**src/rtl/axi_burst_master.sv**
```systemverilog
// rtl/axi_burst_master.sv - AXI4 INCR burst master, one command at a time
// Optional watchdog: define AXI_BURST_MASTER_TIMEOUT_EN to enable TIMEOUT_CYCLES.
module axi_burst_master #(
    parameter int          ADDR_WIDTH = 32,
    parameter int          DATA_WIDTH = 32,
    parameter int          MAX_BURST  = 16,
    parameter logic [3:0]  ID_VALUE   = 4'd0
`ifdef AXI_BURST_MASTER_TIMEOUT_EN
    , parameter int        TIMEOUT_CYCLES = 1024
`endif
) (
    input  logic                    clk,
    input  logic                    rst_n,
    input  logic                    cmd_valid,
    output logic                    cmd_ready,
    input  logic                    cmd_write,
    input  logic [ADDR_WIDTH-1:0]   cmd_addr,
    input  logic [7:0]              cmd_len,
    input  logic                    wr_valid,
    output logic                    wr_ready,
    input  logic [DATA_WIDTH-1:0]   wr_data,
    input  logic [DATA_WIDTH/8-1:0] wr_strb,
    output logic                    rd_valid,
    input  logic                    rd_ready,
    output logic [DATA_WIDTH-1:0]   rd_data,
    output logic                    rd_last,
    output logic                    done,
    output logic                    error,
    output logic [1:0]              resp,
    output logic [ADDR_WIDTH-1:0]   awaddr,
    output logic [7:0]              awlen,
    output logic [2:0]              awsize,
    output logic [1:0]              awburst,
    output logic [3:0]              awid,
    output logic                    awvalid,
    input  logic                    awready,
    output logic [DATA_WIDTH-1:0]   wdata,
    output logic [DATA_WIDTH/8-1:0] wstrb,
    output logic                    wlast,
    output logic                    wvalid,
    input  logic                    wready,
    input  logic [1:0]              bresp,
    input  logic                    bvalid,
    output logic                    bready,
    output logic [ADDR_WIDTH-1:0]   araddr,
    output logic [7:0]              arlen,
    output logic [2:0]              arsize,
    output logic [1:0]              arburst,
    output logic [3:0]              arid,
    output logic                    arvalid,
    input  logic                    arready,
    input  logic [DATA_WIDTH-1:0]   rdata,
    input  logic [1:0]              rresp,
    input  logic                    rlast,
    input  logic                    rvalid,
    output logic                    rready
);
    localparam int         STRB_W = DATA_WIDTH / 8;
    localparam logic [2:0] SIZE   = 3'($clog2(STRB_W));

    typedef enum logic [2:0] {IDLE, CHK, AW, W, B, AR, R, DONE} state_t;

    state_t                  state_q;
    logic [ADDR_WIDTH-1:0]   addr_q;
    logic [7:0]              len_q;
    logic [7:0]              cnt_q;
    logic                    write_q;
    logic [1:0]              resp_q;
    logic                    cmd_ready_q, awvalid_q, arvalid_q, bready_q, done_q, error_q;

    // End offset of the burst within its 4 KB page; 14 bits covers 4095 + 256*16.
    logic [13:0] end_off;
    logic        reject;
    logic [1:0]  r_merged;
    logic        w_hs, r_hs, last_beat;

    assign end_off   = {2'b00, addr_q[11:0]} + ({6'b0, len_q} + 14'd1) * 14'(STRB_W);
    assign reject    = (end_off > 14'd4096) || (({1'b0, len_q} + 9'd1) > 9'(MAX_BURST));
    assign r_merged  = (rresp > resp_q) ? rresp : resp_q;
    assign last_beat = (cnt_q == len_q);
    assign w_hs      = wvalid && wready;
    assign r_hs      = rvalid && rready;

    assign cmd_ready = cmd_ready_q;
    assign awvalid   = awvalid_q;
    assign arvalid   = arvalid_q;
    assign bready    = bready_q;
    assign done      = done_q;
    assign error     = error_q;
    assign resp      = resp_q;
    assign awaddr    = addr_q;
    assign araddr    = addr_q;
    assign awlen     = len_q;
    assign arlen     = len_q;
    assign awsize    = SIZE;
    assign arsize    = SIZE;
    assign awburst   = 2'b01;
    assign arburst   = 2'b01;
    assign awid      = ID_VALUE;
    assign arid      = ID_VALUE;

    // Data channels are zero-latency pass-throughs gated by the state.
    assign wvalid    = (state_q == W) && wr_valid;
    assign wr_ready  = (state_q == W) && wready;
    assign wdata     = wr_data;
    assign wstrb     = wr_strb;
    assign wlast     = (state_q == W) && last_beat;
    assign rd_valid  = (state_q == R) && rvalid;
    assign rready    = (state_q == R) && rd_ready;
    assign rd_data   = rdata;
    assign rd_last   = (state_q == R) && rlast;

`ifdef AXI_BURST_MASTER_TIMEOUT_EN
    localparam int TO_W = $clog2(TIMEOUT_CYCLES + 1);
    logic [TO_W-1:0] to_q;
    logic            timed, any_hs, to_expire;
    assign timed     = (state_q == AW) || (state_q == W) || (state_q == B) ||
                       (state_q == AR) || (state_q == R);
    assign any_hs    = (awvalid_q && awready) || w_hs || (bvalid && bready_q) ||
                       (arvalid_q && arready) || r_hs;
    assign to_expire = timed && !any_hs && (to_q == TO_W'(TIMEOUT_CYCLES - 1));
`endif

    always_ff @(posedge clk or negedge rst_n) begin
        if (!rst_n) begin
            state_q     <= IDLE;
            addr_q      <= '0;
            len_q       <= '0;
            cnt_q       <= '0;
            write_q     <= 1'b0;
            resp_q      <= 2'b00;
            cmd_ready_q <= 1'b0;
            awvalid_q   <= 1'b0;
            arvalid_q   <= 1'b0;
            bready_q    <= 1'b0;
            done_q      <= 1'b0;
            error_q     <= 1'b0;
`ifdef AXI_BURST_MASTER_TIMEOUT_EN
            to_q        <= '0;
`endif
        end else begin
            case (state_q)
                IDLE: begin
                    cmd_ready_q <= 1'b1;
                    if (cmd_valid && cmd_ready_q) begin
                        addr_q      <= cmd_addr;
                        len_q       <= cmd_len;
                        write_q     <= cmd_write;
                        cmd_ready_q <= 1'b0;
                        state_q     <= CHK;
                    end
                end
                CHK: begin
                    cnt_q <= '0;
                    if (reject) begin
                        resp_q  <= 2'b10;
                        done_q  <= 1'b1;
                        error_q <= 1'b1;
                        state_q <= DONE;
                    end else begin
                        resp_q    <= 2'b00;
                        awvalid_q <= write_q;
                        arvalid_q <= !write_q;
                        state_q   <= write_q ? AW : AR;
                    end
                end
                AW: if (awready) begin
                    awvalid_q <= 1'b0;
                    state_q   <= W;
                end
                W: if (w_hs) begin
                    cnt_q <= cnt_q + 8'd1;
                    if (last_beat) begin
                        bready_q <= 1'b1;
                        state_q  <= B;
                    end
                end
                B: if (bvalid) begin
                    bready_q <= 1'b0;
                    resp_q   <= bresp;
                    done_q   <= 1'b1;
                    error_q  <= (bresp != 2'b00);
                    state_q  <= DONE;
                end
                AR: if (arready) begin
                    arvalid_q <= 1'b0;
                    state_q   <= R;
                end
                R: if (r_hs) begin
                    cnt_q <= cnt_q + 8'd1;
                    if (rlast || last_beat) begin
                        // RLAST early or missing is a protocol error.
                        resp_q  <= (rlast && last_beat) ? r_merged : 2'b10;
                        error_q <= (rlast && last_beat) ? (r_merged != 2'b00) : 1'b1;
                        done_q  <= 1'b1;
                        state_q <= DONE;
                    end else begin
                        resp_q <= r_merged;
                    end
                end
                DONE: begin
                    done_q      <= 1'b0;
                    error_q     <= 1'b0;
                    cmd_ready_q <= 1'b1;
                    state_q     <= IDLE;
                end
                default: state_q <= IDLE;
            endcase
`ifdef AXI_BURST_MASTER_TIMEOUT_EN
            if (to_expire) begin
                awvalid_q <= 1'b0;
                arvalid_q <= 1'b0;
                bready_q  <= 1'b0;
                resp_q    <= 2'b11;
                done_q    <= 1'b1;
                error_q   <= 1'b1;
                state_q   <= DONE;
                to_q      <= '0;
            end else if (!timed || any_hs) begin
                to_q <= '0;
            end else begin
                to_q <= to_q + 1'b1;
            end
`endif
        end
    end
endmodule

```
**config.mk**
```make
export PLATFORM = sky130hd
export DESIGN_NAME = axi_burst_master
export DESIGN_NICKNAME = d
export VERILOG_FILES = /design/src/rtl/axi_burst_master.sv
export SDC_FILE = /design/constraint.sdc
export NUM_CORES = 1
export LEC_CHECK = 0
export BUFFER_PORTS_ARGS = -buffer_cell sky130_fd_sc_hd__buf_4
export CAP_MARGIN = 20
export CORE_AREA = 2 2 118 120
export DETAILED_ROUTE_END_ITERATION = 10
export DIE_AREA = 0 0 120 122
export GPL_TIMING_DRIVEN = 0
export PLACE_DENSITY = 0.74
export SLEW_MARGIN = 30
export SYNTH_ARGS = -nofsm -noshare
export SYNTH_HDL_FRONTEND = slang
export SYNTH_SLANG_ARGS = --single-unit
```
**constraint.sdc**
```tcl
create_clock -name clk -period 2.8 [get_ports clk]
set_input_delay 0.14 -clock clk [delete_from_list [all_inputs] [get_ports clk]]
set_output_delay 0.14 -clock clk [all_outputs]
set_load 0.03 [all_outputs]
```
==> results.yml <==
worst_setup_path:
  r2r_start: "arlen[0]$_DFFE_PN0P_"
  end_kind: "flop"
  arrival_ps: 3230
  worstPathRequired_ps: 3040
  critPathLaunch: "arlen[0]$_DFFE_PN0P_"
  r2r_cells: 13
  startpoint_type: "flop"
  r2r_end: "state_q[1]$_DFFE_PN0P_"
  worstSetupPathType: "flop to flop"
  cp_max_fo: 8
  rrSetupSlack_ps: -190
routing:
  num_vias: 4116
  antenna_left: 0
  drtIter0Drc: 165
  routed_wl_um: 13100
  via_per_inst: 4.51
  firstDrtPassIters: 4
  wl_per_cell_um: 14.4
  route.detailed.drc: 0
yosys:
  yosys_warnings: 0
  yosysTopAreaCellShare_pct: 33.7
  synth-async-reset-ratio_pct: 100
  synth-edff-count: 0
  synth_top_area_cell: "dfrtp_1"
  synth_flop_cell: "dfrtp_1"
  ys_seq_area_share_pct: 33.7
  synth_cell_type_count: 58
  syn_area_mm2: 0.00445
  ys_ff_latch: 60
  postSynthAreaPerCell_um2: 9.55
  yosys-top-cells-area: "dfrtp_1, buf_4, mux2_2"
  synth_cells: 466
timing:
  finalWorstPathRequiredPeriod_ps: 2990
  fmax_mhz: 334
  tightest_slew_ps: 785
  skew_ps: 6.63
  rsz0062_at_grt: "yes"
  fin_crit_sh_pct: 107
  finalHoldViolCount: 0
  final_max_slew_viol_count: 0
  setup_ws_ps: -194
  setup_tns_ps: -1200
  relSlewSlack_pct: 47.7
  setup_viol: 8
placed_design:
  dp_hpwl_um: 9940
  place_inst: 879
  port_buffers: 217
  gp_congestion: 0.907
floorplanning:
  core_area_mm2: 0.0135
  dieArea_mm2: 0.0146
  die_h_um: 122
  die_x_um: 120
  core.rowCount: 43
  io_pins: 304
  start_util_pct: 32.9
cts:
  numCtsBuffers: 9
  clkTransAtPathRegs_ps: 50
  root_buffer: "clkbuf_16"
  clk_latency_ps: 330
  cts_tree: "built"
  cts_max_level: 3
  clockBufferDepth: 2
  clock_sinks: 60
job:
  maxCapViolCount: 0
layout:
  final_nets: 868
  diodes: 0
  drive_gt1_share_pct: 63.4
  finalNonFillerCells: 912
  synthToLayoutAreaGrowth_pct: 59.1
grt:
  grt_max_degree: 61
  antenna_found_initial: 0
  grt_use_total_pct: 16.9
  grt_first_pass_wirelength_um: 19600
  grt_overflow: 0
  grt_pass1_vias: 3855
hold_path:
  min_from: "cmd_len[5]"
  hold_path_depth: 2
  min_to: "arlen[5]$_DFFE_PN0P_"
  min_path_type: "input pin to flop"
run_status:
  status: "finished, violations left"
  violations: "negative setup slack"
pwr:
  p_leak_nw: 3.60
  power_density_mw_per_mm2: 1280
  ir_drop_mv: 0.734
## metal layers
metal	GRT usage, %	vias up	part of all wire, %
li1	-	1986	-
met1	20.4	1910	40
met2	28.7	204	49
met3	5.48	16	9.3
met4	5.37	0	1.5
met5	0	-	0
## how the worst max path moves through the flow
stage / end / cells past startpoint
floorplan: state_q[2]$_DFFE_PN0P_ / 11
global placement: arvalid$_DFFE_PN0P_ / 10
detailed placement: state_q[1]$_DFFE_PN0P_ / 12
CTS: state_q[1]$_DFFE_PN0P_ / 14
global route: state_q[1]$_DFFE_PN0P_ / 13
finish: state_q[1]$_DFFE_PN0P_ / 13
## flip-flops by register name, indices dropped and copies added, names as in the netlist, 2 cells and up
signal   flops
cnt_q        8
state_q      3
resp         2
arlen        8
araddr      32
## metrics by stage
step / worst slack [ps] / power, mW / utilization, % / hold slack, ps / cell area (um^2)
after global placement: -342 / 7.11 / 47.3 / 281 / 6390
after detailed placement: -331 / 7.18 / 47.3 / 282 / 6390
final: -194 / 9.03 / 52.4 / 36.3 / 7080
after CTS: -163 / 8.74 / 51.4 / 25.3 / 6940
after global routing: -309 / 9.56 / 52.4 / 28.4 / 7080
after floorplan: 17.1 / 5.47 / - / -156 / 4530
## worst max-delay path: stages (launching register included)
cell and delay (ps):
dfrtp_2 480, ha_4 230, nand3_2 90, xnor2_1 200, ha_2 360, o21a_1 220
o21a_1 190, o22ai_2 110, mux2_4 330, o2111ai_4 80, a21oi_4 90, buf_12 140
nor4b_2 150, nor3_1 220
## layout by cell type (no fill, tap or decap), types with 9 or more instances in the layout
master,count
buf_4,357
dfrtp_1,53
mux2_2,40
nor2_1,26
nand2_1,21
conb_1,18
xnor2_1,14
inv_1,11
nand3_1,10
a21oi_1,10
and3_1,9
ha_1,9
clkbuf_16,9
## Yosys cell counts, types with 6 or more instances
| cell type | count |
|---|---|
| a21oi_1 | 11 |
| and3_1 | 9 |
| buf_2 | 6 |
| buf_4 | 126 |
| clkbuf_1 | 9 |
| dfrtp_1 | 60 |
| ha_1 | 16 |
| inv_1 | 11 |
| mux2_2 | 40 |
| nand2_1 | 23 |
| nand3_1 | 14 |
| nor2_1 | 30 |
| nor3_1 | 6 |
| o21ai_0 | 8 |
| xnor2_1 | 14 |
## final cells by class
type | count | area [um^2]
inverter | 11 | 41.3
multi-input combinational | 270 | 2190
buffer | 139 | 1010
clock buffer | 12 | 256
clock inverter | 4 | 47.5
sequential | 60 | 1510
timing repair buffer | 236 | 1800
tap | 180 | 225
fill | 1282 | 6430
## cells by family (layout without fill, tap and decap cells)
family / Yosys count / in the layout / share of synthesized area (%)
AO/OA/AOI/OAI: 62 / 62 / 10.2
XOR/XNOR: 18 / 18 / 3.54
adder cells (fa/ha/maj): 17 / 17 / 4.95
buffers and inverters: 152 / 402 / 23.6
flip-flops: 60 / 60 / 33.7
multiplexers: 45 / 45 / 11.4
other: 2 / 18 / 0.169
AND/OR/NAND/NOR: 110 / 110 / 12.4
## timing repair
action / CTS / global route
resized for setup: 26 / 18
buffers inserted: 12 / 6
endpoints found under the setup margin: 8 / 8
pin swaps: 18 / 18
hold buffers: 2 / 0
endpoints found under the hold margin: 61 / 0
## where the power goes
group / switching, mW / leakage [nW] / internal, mW
Clock: 0.386 / 0.149 / 0.733
Sequential: 0.527 / 0.732 / 1.26
Combinational: 3.32 / 2.72 / 2.80
Total: 4.24 / 3.60 / 4.79
Power figures use the tool's default switching activity.
